File: config.mk
export PLATFORM = sky130hd
export DESIGN_NAME = truth_sweep_ctrl
export DESIGN_NICKNAME = d
export VERILOG_FILES = /design/src/rtl/truth_sweep_pkg.sv /design/src/rtl/truth_sweep_ctrl_settle_cnt.sv /design/src/rtl/truth_sweep_ctrl.sv
export SDC_FILE = /design/constraint.sdc
export NUM_CORES = 1
export LEC_CHECK = 0
export ABC_AREA = 1
export CORE_UTILIZATION = 50
export DETAILED_ROUTE_END_ITERATION = 12
export GPL_TIMING_DRIVEN = 0
export HOLD_SLACK_MARGIN = 0.15
export PLACE_DENSITY = 0.82
export SLEW_MARGIN = 20
export SYNTH_ARGS = -nofsm -noshare
export SYNTH_HDL_FRONTEND = slang
export SYNTH_SLANG_ARGS = --single-unit
export TNS_END_PERCENT = 1
File: constraint.sdc
create_clock -name clk -period 2.6 [get_ports clk]
set_input_delay 0.26 -clock clk [delete_from_list [all_inputs] [get_ports clk]]
set_output_delay 0.26 -clock clk [all_outputs]
set_load 0.05 [all_outputs]
File: src/rtl/truth_sweep_pkg.sv
// Shared definitions for the truth-table sweep controller.
// Holds the FSM state type and encodings plus the table, index, error-count
// and settle-counter widths used by truth_sweep_ctrl and sweep_settle_cnt.
package truth_sweep_pkg;

   localparam int TT_W  = 16;  // minterms in a 4-input truth table
   localparam int IDX_W = 4;   // minterm index width
   localparam int ERR_W = 5;   // holds 0..16 without overflow
   localparam int CNT_W = 4;   // settle counter, SETTLE legal range 1..15

   typedef logic [1:0] state_t;

   localparam state_t ST_IDLE    = 2'd0;
   localparam state_t ST_DRIVE   = 2'd1;
   localparam state_t ST_CAPTURE = 2'd2;
   localparam state_t ST_DONE    = 2'd3;

endpackage

File: src/rtl/truth_sweep_ctrl_settle_cnt.sv
// sweep_settle_cnt: settle-time counter for the truth-table sweep.
// Counts enabled cycles from zero; expired flags the terminal count SETTLE-1.
// Ports:
//   clk     - clock, rising edge
//   rst_n   - asynchronous active-low reset
//   clear   - synchronous clear to zero (wins over enable)
//   enable  - advance the count by one
//   expired - high while the count equals SETTLE-1
module sweep_settle_cnt
   import truth_sweep_pkg::*;
#(
   parameter int SETTLE = 1
) (
   input  logic clk,
   input  logic rst_n,
   input  logic clear,
   input  logic enable,
   output logic expired
);

   localparam logic [CNT_W-1:0] TERM = CNT_W'(SETTLE - 1);

   logic [CNT_W-1:0] cnt;

   always_ff @(posedge clk or negedge rst_n) begin
      if (!rst_n) begin
         cnt <= '0;
      end else if (clear) begin
         cnt <= '0;
      end else if (enable) begin
         cnt <= cnt + 1'b1;
      end
   end

   assign expired = (cnt == TERM);

endmodule

File: src/rtl/truth_sweep_ctrl.sv
// truth_sweep_ctrl: steps a 4-input function through all 16 minterms,
// holds each for SETTLE cycles, captures the response into a truth table
// and optionally compares it against an expected table.
// Build option: define SWEEP_COMPARE_EN to include the comparison logic;
// without it expected is ignored and err_cnt/pass are tied to 0.
// Ports:
//   clk       - clock, rising edge
//   rst_n     - asynchronous active-low reset
//   start     - sweep request, accepted only in IDLE
//   expected  - expected truth table, bit i for minterm i
//   f_in      - response of the function under test
//   abcd      - applied minterm (abcd[3]=A .. abcd[0]=D)
//   busy      - sweep in progress (DRIVE/CAPTURE)
//   done      - one-cycle completion pulse
//   table_q   - captured truth table
//   err_cnt   - number of mismatching minterms
//   pass      - err_cnt==0, valid from done until the next accepted start
//
// state   | meaning
// IDLE    | waiting for start; results and abcd hold
// DRIVE   | abcd applied, settle counter running
// CAPTURE | sample f_in for the current minterm, advance or finish
// DONE    | one-cycle done pulse, then back to IDLE
module truth_sweep_ctrl
   import truth_sweep_pkg::*;
#(
   parameter int SETTLE = 1
) (
   input  logic             clk,
   input  logic             rst_n,
   input  logic             start,
   input  logic [TT_W-1:0]  expected,
   input  logic             f_in,
   output logic [IDX_W-1:0] abcd,
   output logic             busy,
   output logic             done,
   output logic [TT_W-1:0]  table_q,
   output logic [ERR_W-1:0] err_cnt,
   output logic             pass
);

   state_t           state;
   state_t           state_nxt;
   logic [IDX_W-1:0] idx;
   logic             start_acc;
   logic             in_capture;
   logic             last_idx;
   logic             settle_clr;
   logic             settle_exp;

   assign start_acc  = (state == ST_IDLE) && start;
   assign in_capture = (state == ST_CAPTURE);
   assign last_idx   = (idx == IDX_W'(TT_W - 1));
   assign settle_clr = start_acc || in_capture;

   sweep_settle_cnt #(
      .SETTLE (SETTLE)
   ) u_settle (
      .clk     (clk),
      .rst_n   (rst_n),
      .clear   (settle_clr),
      .enable  (state == ST_DRIVE),
      .expired (settle_exp)
   );

   always_comb begin
      state_nxt = state;
      case (state)
         ST_IDLE:    if (start) state_nxt = ST_DRIVE;
         ST_DRIVE:   if (settle_exp) state_nxt = ST_CAPTURE;
         ST_CAPTURE: state_nxt = last_idx ? ST_DONE : ST_DRIVE;
         ST_DONE:    state_nxt = ST_IDLE;
         default:    state_nxt = ST_IDLE;
      endcase
   end

   // idx stops at 15 after the last capture so abcd reads 4'hF in IDLE.
   always_ff @(posedge clk or negedge rst_n) begin
      if (!rst_n) begin
         state   <= ST_IDLE;
         idx     <= '0;
         table_q <= '0;
      end else begin
         state <= state_nxt;
         if (start_acc) begin
            idx     <= '0;
            table_q <= '0;
         end else if (in_capture) begin
            table_q[idx] <= f_in;
            if (!last_idx) idx <= idx + 1'b1;
         end
      end
   end

   assign abcd = idx;
   assign busy = (state == ST_DRIVE) || (state == ST_CAPTURE);
   assign done = (state == ST_DONE);

`ifdef SWEEP_COMPARE_EN
   logic [ERR_W-1:0] err_q;
   logic [ERR_W-1:0] err_nxt;
   logic             pass_q;
   logic             mismatch;

   assign mismatch = (f_in != expected[idx]);
   assign err_nxt  = err_q + ERR_W'(mismatch);

   // pass is resolved on the final capture so it is already valid with done.
   always_ff @(posedge clk or negedge rst_n) begin
      if (!rst_n) begin
         err_q  <= '0;
         pass_q <= 1'b0;
      end else if (start_acc) begin
         err_q  <= '0;
         pass_q <= 1'b0;
      end else if (in_capture) begin
         err_q <= err_nxt;
         if (last_idx) pass_q <= (err_nxt == '0);
      end
   end

   assign err_cnt = err_q;
   assign pass    = pass_q;
`else
   logic unused_expected;

   assign unused_expected = ^expected;
   assign err_cnt         = '0;
   assign pass            = 1'b0;
`endif

endmodule

# After elaboration in Yosys (flattened, before gate mapping)
# Cells that the tools add are included.
dict set report word_totals {
  ff_bits 26
}
dict set report op_classes {
  n_addsub 2
  n_lt_le_gt_ge 2
  eq_ne 7
  n_mux 14
  reduce_logical 10
}
# cell n
set ops {}
lappend ops {{$mux W16} 2}
lappend ops {{$mux W4} 5}
lappend ops {{$bwmux W16} 1}
lappend ops {{$add A4 B1 Y4 const B} 2}
lappend ops {{$pmux W2 S4} 1}
lappend ops {{$mux W2} 3}
lappend ops {{$ne A2 B2 Y1 const B} 3}
lappend ops {{$lt A4 B5 Y1 const B} 1}
lappend ops {{$demux W1 S4} 1}
lappend ops {{$eq A2 B2 Y1 const B} 2}
lappend ops {{$eq A4 B4 Y1 const B} 1}
lappend ops {{$ge A4 B1 Y1 const B} 1}
lappend ops {{$logic_not A4 Y1} 1}
lappend ops {{$reduce_and A2 Y1} 2}
lappend ops {{$reduce_bool A2 Y1} 2}
lappend ops {{$eq A2 B1 Y1 const B} 1}
lappend ops {{$logic_and A1 B1 Y1} 2}
lappend ops {{$logic_not A2 Y1} 1}
lappend ops {{$logic_or A1 B1 Y1} 2}
lappend ops {{$mux W1} 1}

# Logic depth before layout (Yosys ltp)
# Gate-level depths: netlist (run 1).
dict set report logic_depth {
  word_depth 7
  mapped_depth 9
  mapped_depth_nobuf 8
}

# By module
# Synthesis (run 1) repeated with hierarchy kept, for this count alone.
dict set report unflattened {
  hier_cells 207
  hier_area_um2 1541.5
}
# mod instances cells_per_inst area_per_inst_um2 seq_area_each_um2
set modules_own_cells {}
lappend modules_own_cells {truth_sweep_ctrl 1 180 1316.3 550.5}
lappend modules_own_cells {sweep_settle_cnt 1 27 225.2 100.1}

# Worst setup path after synthesis (run 1)
# OpenSTA, ideal clock, no wires.
dict set report synth_timing {
  path_type {reg-to-reg}
  from {reg idx[0] (netlist: abcd[0])}
  to {reg table_q[0]}
  arrival_time_ns 1.458
  t_required_ns 2.480
  setup_slack_ns 1.022
  path_stages_with_launch 9
  cell_sequence {dfrtp_1 inv_1 ha_1 nand2_1 inv_1 nand2_1 nand2_1 o21ai_0 inv_1}
}
dict set report synth_via {
  elab_chain_cells 7
}
# element line_no
set synth_lines {}
lappend synth_lines {{start, declared} truth_sweep_ctrl.sv:44} ;# logic [IDX_W-1:0] idx;
lappend synth_lines {{start signal, assigned} truth_sweep_ctrl.sv:90} ;# if (!last_idx) idx <= idx + 1'b1;
lappend synth_lines {{$lt A4 B5 Y1 (implied by the code) / $ge A4 B1 Y1 (equally long branches)} truth_sweep_ctrl.sv:89} ;# table_q[idx] <= f_in;
lappend synth_lines {{$logic_and A1 B1 Y1 (implied by the code)} truth_sweep_ctrl.sv:89}
lappend synth_lines {{$mux W1 (implied by the code)} truth_sweep_ctrl.sv:89}
lappend synth_lines {{$demux W1 S4 (*)} truth_sweep_ctrl.sv:89}
lappend synth_lines {{$bwmux W16 (*)} truth_sweep_ctrl.sv:89}
lappend synth_lines {{$mux W16 (*)} truth_sweep_ctrl.sv:88} ;# end else if (in_capture) begin
lappend synth_lines {{$mux W16 (*)} truth_sweep_ctrl.sv:85} ;# if (start_acc) begin
lappend synth_lines {{end signal, assigned by index} truth_sweep_ctrl.sv:89}
lappend synth_lines {{end, declared} truth_sweep_ctrl.sv:37} ;# output logic [TT_W-1:0] table_q,
# Every way passes the cells marked *; elsewhere a longest branch is shown, timed or not. The select of a mux whose other input is x is not followed.
# A chain may end at the register's enable or synchronous reset.

# Final worst setup path (run 1)
dict set report layout_timing {
  from {reg state[1]}
  to {out busy}
}
dict set report layout_via {
  elab_chain_cells 2
}
# element line_no
set layout_lines {}
lappend layout_lines {{start, declared} truth_sweep_ctrl.sv:42} ;# state_t state;
lappend layout_lines {{start signal, assigned} truth_sweep_ctrl.sv:84} ;# state <= state_nxt;
lappend layout_lines {{$eq A2 B1 Y1 / $eq A2 B2 Y1 (equally long branches)} truth_sweep_ctrl.sv:96} ;# assign busy = (state == ST_DRIVE) || (state == ST_CAPTURE);
lappend layout_lines {{$logic_or A1 B1 Y1 (*)} truth_sweep_ctrl.sv:96}
lappend layout_lines {{end, declared} truth_sweep_ctrl.sv:35} ;# output logic busy,
# Every way passes the cells marked *; elsewhere a longest branch is shown, timed or not.

==> results of run 1 <==
==> critical path: cells and delay by family (launching register included) <==
family	cells	cell delay, ns
buffers and inverters	2	0.91
adders and majority gates	1	0.28
DFF	1	0.46
==> power by group through the flow <==
stage,clock network [W],logic (W),registers (W)
6_report,0.000195,0.000850,0.000540
5_1_grt,0.000221,0.000941,0.000557
4_1_cts,0.000203,0.000848,0.000541
3_5_place_dp,0,0.000846,0.000550
3_3_place_gp,0,0.000826,0.000546
2_1_floorplan,0,0.000506,0.000670
==> through the flow <==
| stage | total power (W) | util, % | std cells | hold slack [ns] | instance area (sq um) |
|---|---|---|---|---|---|
| after global placement | 0.00137 | 65.8 | 271 | 0.522 | 1880 |
| after detailed placement | 0.00140 | 65.6 | 271 | 0.284 | 1870 |
| final | 0.00159 | 67.2 | 276 | 0.449 | 1920 |
| after floorplan | 0.00118 | - | 215 | -0.0356 | 1590 |
| after CTS | 0.00159 | 67.2 | 276 | 0.463 | 1920 |
| after global routing | 0.00172 | 67.2 | 276 | 0.496 | 1920 |
==> cells by family (layout without fill, tap and decap cells) <==
kind of cell | count (synthesis) | count (layout) | synth area share (%)
AND/OR/NAND/NOR | 99 | 99 | 26.9
adder cells (fa/ha/maj) | 11 | 11 | 8.77
flip-flops | 26 | 26 | 41.5
other | 1 | 6 | 0.239
buffers and inverters | 50 | 80 | 14.9
AO/OA/AOI/OAI | 23 | 23 | 7.74
==> synth_stat cells <==
| cell | instances | area (sq um) |
|---|---|---|
| a21oi_1 | 3 | 15.0 |
| nor2_4 | 2 | 22.5 |
| nor3b_1 | 1 | 7.51 |
| nand3_1 | 16 | 80.1 |
| o211ai_1 | 1 | 7.51 |
| o21ai_1 | 4 | 20.0 |
| inv_2 | 2 | 7.51 |
| o21ai_0 | 14 | 70.1 |
| inv_1 | 37 | 139 |
| nor2_1 | 10 | 37.5 |
| o21ai_2 | 1 | 8.76 |
| ha_1 | 11 | 138 |
| dfrtp_1 | 26 | 651 |
| nand2_1 | 65 | 244 |
| buf_4 | 8 | 60.1 |
| nand4_1 | 3 | 18.8 |
| buf_6 | 2 | 22.5 |
| conb_1 | 1 | 3.75 |
| buf_2 | 1 | 5.00 |
| nor3_1 | 1 | 5.00 |
| nand2_2 | 1 | 6.26 |
==> layout make-up <==
class,instances,area share [%]
plain buffers,11,4.57
repair buffers,26,13.3
multi-input cells,139,36.7
flip-flops and latches,26,33.9
well taps,31,2.02
clock buffers,4,1.89
inverters,39,7.63
==> state kept, by name (all words and copies together), names as in the netlist <==
register	count
state	2
u_settle.cnt	4
abcd	4
table_q	16
==> per-layer routing <==
layer	global-route usage [%]	up-vias	wire length [um]
met2	31.4	36	1290
met4	8.84	0	57
li1	-	704	-
met1	29.2	601	1500
met3	1.56	6	114
met5	0	-	0
==> final timing paths <==
check / start / end / slack (ns) / cells past startpoint
max in group asynchronous: rst_n / table_q[8] / 1.78 / 2
setup reg to reg: state[0] / table_q[0] / 0.98 / 8
setup / recovery: state[1] / busy / 0.38 / 3
hold / removal: rst_n / u_settle.cnt[1] / 0.45 / 2
hold reg to reg: table_q[15] / table_q[15] / 0.56 / 2
min in group clk: table_q[15] / table_q[15] / 0.56 / 2
==> repair_timing <==
item | 4_1_cts | 5_1_grt
endpoints found under the setup margin | 0 | 0
hold buffers | 1 | 0
resized for setup | 0 | 0
endpoints found under the hold margin | 26 | 0
==> results.md, run 1 <==
* Leading cell types in the layout, fill and taps excluded: 65 x nand2_1, 37 x inv_1, 26 x dfrtp_1
* Max-cap violation count at 0
* Setup TNS at 0 ns
* H-Tree Depth at 1
* Fmax achieved at between 0.4 and 0.5 GHz
* Clock power share at between 10 and 15%
* Min Tclk post-route at about 2.2 ns
* Initial DRT Pass Iterations at 8
* Initial Utilization at a little under three fifths
* Port buffer count at 25
* Switching share of power at a little under half
* Yosys cell types at 21
* Slowest cell on the critical path: clkdlybuf4s50_1
* Storage element area at between 600 and 700 sq um
* Final period utilization at between 80% and 90%
* Num CTS Buffers at 3
* Leak Pwr at roughly 1.1 nW
* Psw at 0.000749 W
* Crit path max fanout at 5
* Die W at 58.0 um
* Area of the multi-input gates at between 700 and 800 sq um
* Setup violators final at 0
* Height of the die at between 50 and 60 um
* Worst slew pin tran at 0.558 ns
* Failing checks: DRC
* Core ar. at between 2000 and 3000 sq um
* Final wirelength at between 2 and 3 mm
* Vias in the first global route at between 1,000 and 1,500
* DR vias/cell at slightly below 5
* Clock latency at the later pin of the worst-skew pair at roughly 0.31 ns
* Nets at roughly 280
* Combinational share of power at 53.6%
* Final Skew at slightly above 0.004 ns
* Layout cells sized above 1 at 8.98%
* Critical path class: reg -> out
* WL/cell at 10.7 um
* Row cnt at 19
* Syn_area_per_cell at roughly 7.5 sq um
* DR iter-0 viols at 37
* Die area at roughly 3400 sq um
* Relative slew slack at 62.8%
* DP HPWL at between 2 and 2.5 mm
* Detailed-route via count at 1,347
* Largest net degree at the start of global routing at 27
* ANT nets after route at 0
* Cell Pwr Density at around 830 nW/um^2
* Fin. max-slew vios at 0
* FILL cells at around 250
* RSZ-0062 raised after global routing: false
* Internal power at around 0.00084 W
* Share of the yosys chip area belonging to registers at between 40% and 50%
* Peak supply drop at about 0.46 mV
* Ports at 48
* Final GP Congestion at 0.897
* GRT Resource Usage Total at 20.2%
* CP Cell Sequence: inv_1, ha_1, clkdlybuf4s50_1
* Hold Violations, Final at 0
* Yosys reg bits at 26
* P&R area growth vs syn at 22.2%
* Post-CTS setup buffers at 0
* Worst path max stage delay at between 0.7 and 0.8 ns
* Synth Cell Area at approximately 1600 sq um
* Commonest non-fill, non-tap cell in the layout: nand2_1
* Max Root-Sink Buffers at 2
* GR Overflow Total at 0
* Clk slew on worst S/H paths at roughly 0.13 ns
* CP Data Arrival Time at roughly 2 ns
* Reg power frac at approximately a third
* Initial antenna violation count at 0
* DRC at 3
* Req. time, crit path at roughly 2.3 ns
* CTS tree: built
* Worst setup margin at ~0.38 ns
* CP endpoint kind: output pin
* N_diodes at 0
* First-pass GRT wire length at between 5 and 6 mm
* Hold Path Class: in -> async
* Critical path launch point type: flip-flop
* Status: complete, but fails checks
* Synth Warn # at 0
* CTS root buffer: clkbuf_4
* Post-synthesis cell count at 210
* Clock Sinks at 26
* Setup WS pre-CTS at roughly 0.74 ns
(Power assumes the default switching activity.)
==> run 2: changes to the inputs <==
--- a/config.mk
+++ b/config.mk
@@ -6,11 +6,11 @@
 export NUM_CORES = 1
 export LEC_CHECK = 0
 export ABC_AREA = 1
-export CORE_UTILIZATION = 50
+export CORE_UTILIZATION = 40
 export DETAILED_ROUTE_END_ITERATION = 12
 export GPL_TIMING_DRIVEN = 0
 export HOLD_SLACK_MARGIN = 0.15
-export PLACE_DENSITY = 0.82
+export PLACE_DENSITY = 0.67
 export SLEW_MARGIN = 20
 export SYNTH_ARGS = -nofsm -noshare
 export SYNTH_HDL_FRONTEND = slang
==> results.md, run 2 (synthesis gave the netlist of run 1 again) <==
* Status: complete, no violations
* Vias in the first global route at 1,130 (-6.3%)
* Hold Path Class: in -> async
* DRC at 0 (-3)
* WP depth at 3 (unchanged)
* Setup violators final at 0 (unchanged)
* H-Tree Depth at 1 (unchanged)
* Peak supply drop at 0.438 mV (-5.0%)
* Largest reg by FF count: table_q
* Final period utilization at 82.8% (-2.4 points)
* Die area at 4180 sq um (+24%)
* Setup TNS at 0 ns (unchanged)
* Fmax achieved at 0.464 GHz (+2.9%)
* Post-CTS setup buffers at 0 (unchanged)
* Fin util at 52.3% (-15 points)
* CP endpoint kind: output pin
* Nets at 277 (unchanged)
* Relative slew slack at 61.4% (-1.4 points)
* Final wirelength at 2.98 mm (+0.78%)
* CTS root buffer: clkbuf_8
* Initial DRT Pass Iterations at 4 (-4)
* Leak Pwr at 1.09 nW (about the same)
* Hold Buf Count CTS at 1 (unchanged)
* CTS tree: built
* Slowest cell on the critical path: clkdlybuf4s50_1
* Final instance area at 1940 sq um (+1.4%)
* DP HPWL at 2.24 mm (-0.49%)
* Ports at 48 (unchanged)
* ANT nets after route at 0 (unchanged)
* Commonest non-fill, non-tap cell in the layout: nand2_1
* Fin. max-slew vios at 0 (unchanged)
* Worst path max stage delay at 0.79 ns (about the same)
* Critical path launch point type: flip-flop
* Hold Violations, Final at 0 (unchanged)
* GRT Resource Usage Total at 15.8% (-4.4 points)
* CP Data Arrival Time at 1.89 ns (-0.07 ns)
* Worst slew pin tran at 0.579 ns (+0.0210 ns)
* FILL cells at 361 (+46%)
* Post-CTS sizing at 0 (unchanged)
* Die W at 64.6 um (+11%)
* Initial antenna violation count at 0 (unchanged)
* Final Skew at 0.00421 ns (+0.000142 ns)
* RSZ-0062 raised after global routing: false
* CP Buf/Inv Count at 2 (unchanged)
* Layout cells sized above 1 at 8.61% (-0.37 points)
* Leading cell types in the layout, fill and taps excluded: 65 x nand2_1, 37 x inv_1, 26 x dfrtp_1
* WL/cell at 10.2 um (-4.7%)
* Height of the die at 64.6 um (+11%)
* Min Tclk post-route at 2.15 ns (-0.0627 ns)
* Port buffer count at 25 (unchanged)
* Clk slew on worst S/H paths at 0.09 ns (-0.04 ns)
* R2R Setup Slk at 1.01 ns (+0.03 ns)
* Clock latency at the later pin of the worst-skew pair at 0.27 ns (-0.04 ns)
* Crit path max fanout at 5 (unchanged)
* Max Root-Sink Buffers at 2 (unchanged)
* Critical path class: reg -> out
* First-pass GRT wire length at 5.03 mm (-4.7%)
* Req. time, crit path at 2.34 ns (about the same)
* N_diodes at 0 (unchanged)
* GR Overflow Total at 0 (unchanged)
* Reg2reg path depth at 8 (unchanged)
* Final Power at 0.00161 W (+1.7%)
* Core ar. at 3720 sq um (+30%)
* Largest register FFs at 16 (unchanged)
* Largest net degree at the start of global routing at 27 (unchanged)
* Post-placement cell area at 1890 sq um (+1.1%)
* Cell Pwr Density at 829 nW/um^2 (+0.35%)
* Worst r2r src: state[0]
* Delay-heaviest family, CP: buffers and inverters
* Capturing point of the worst reg2reg path: table_q[0]
* P&R area growth vs syn at 23.9%
* Clock Sinks at 26 (unchanged)
* DR iter-0 viols at 67 (+81%)
* Initial Utilization at 42.2% (-13 points)
* Num CTS Buffers at 3 (unchanged)
* DR vias/cell at 4.50 (-7.8%)
* Row cnt at 22 (+3)
* Final GP Congestion at 0.815 (-9.1%)
* Detailed-route via count at 1,314 (-2.4%)
* Hold Slack at 0.509 ns (+0.0599 ns)
* Max-cap violation count at 0 (unchanged)
* CP Cell Sequence: inv_1, ha_1, clkdlybuf4s50_1
run 2: layout make-up:
class / count / area [sq um] / area share (%)
multi-input combinational: 139 / 703 / 36.2
sequential: 26 / 651 / 33.5
timing repair buffer: 26 / 255 / 13.1
inverter: 39 / 146 / 7.53
buffer: 11 / 87.6 / 4.50
tap: 48 / 60.1 / 3.09
clock buffer: 3 / 41.3 / 2.12
run 2: stage by stage:
| step | instances | setup slack [ns] |
|---|---|---|
| finish | 292 | 0.446 |
| global route | 292 | 0.393 |
| CTS | 292 | 0.438 |
| detailed placement | 288 | 0.744 |
| global placement | 288 | 0.751 |
| floorplan | 215 | 1.02 |
run 2: routing by layer:
layer  share of wire [%]  GRT usage (%)  up-vias
li1                    -              -      700
met1                  47           19.8      583
met4                 1.5           6.67        0
met2                  48           26.4       27
met3                 3.1           3.17        4
met5                   0              0        -
run 2: power breakdown:
group	switching, W	total [W]	leakage, nW	internal [W]
Clock	0.000123	0.000227	0.0216	0.000104
Sequential	0.0000619	0.000539	0.354	0.000477
Combinational	0.000573	0.000847	0.710	0.000273
Total	0.000758	0.00161	1.09	0.000854
run 2: how the worst max path moves through the flow:
stage | start | to
after floorplan | abcd[0] | table_q[0]
after global placement | state[1] | busy
after detailed placement | state[1] | busy
after CTS | state[1] | busy
after global routing | state[1] | busy
final | state[1] | busy
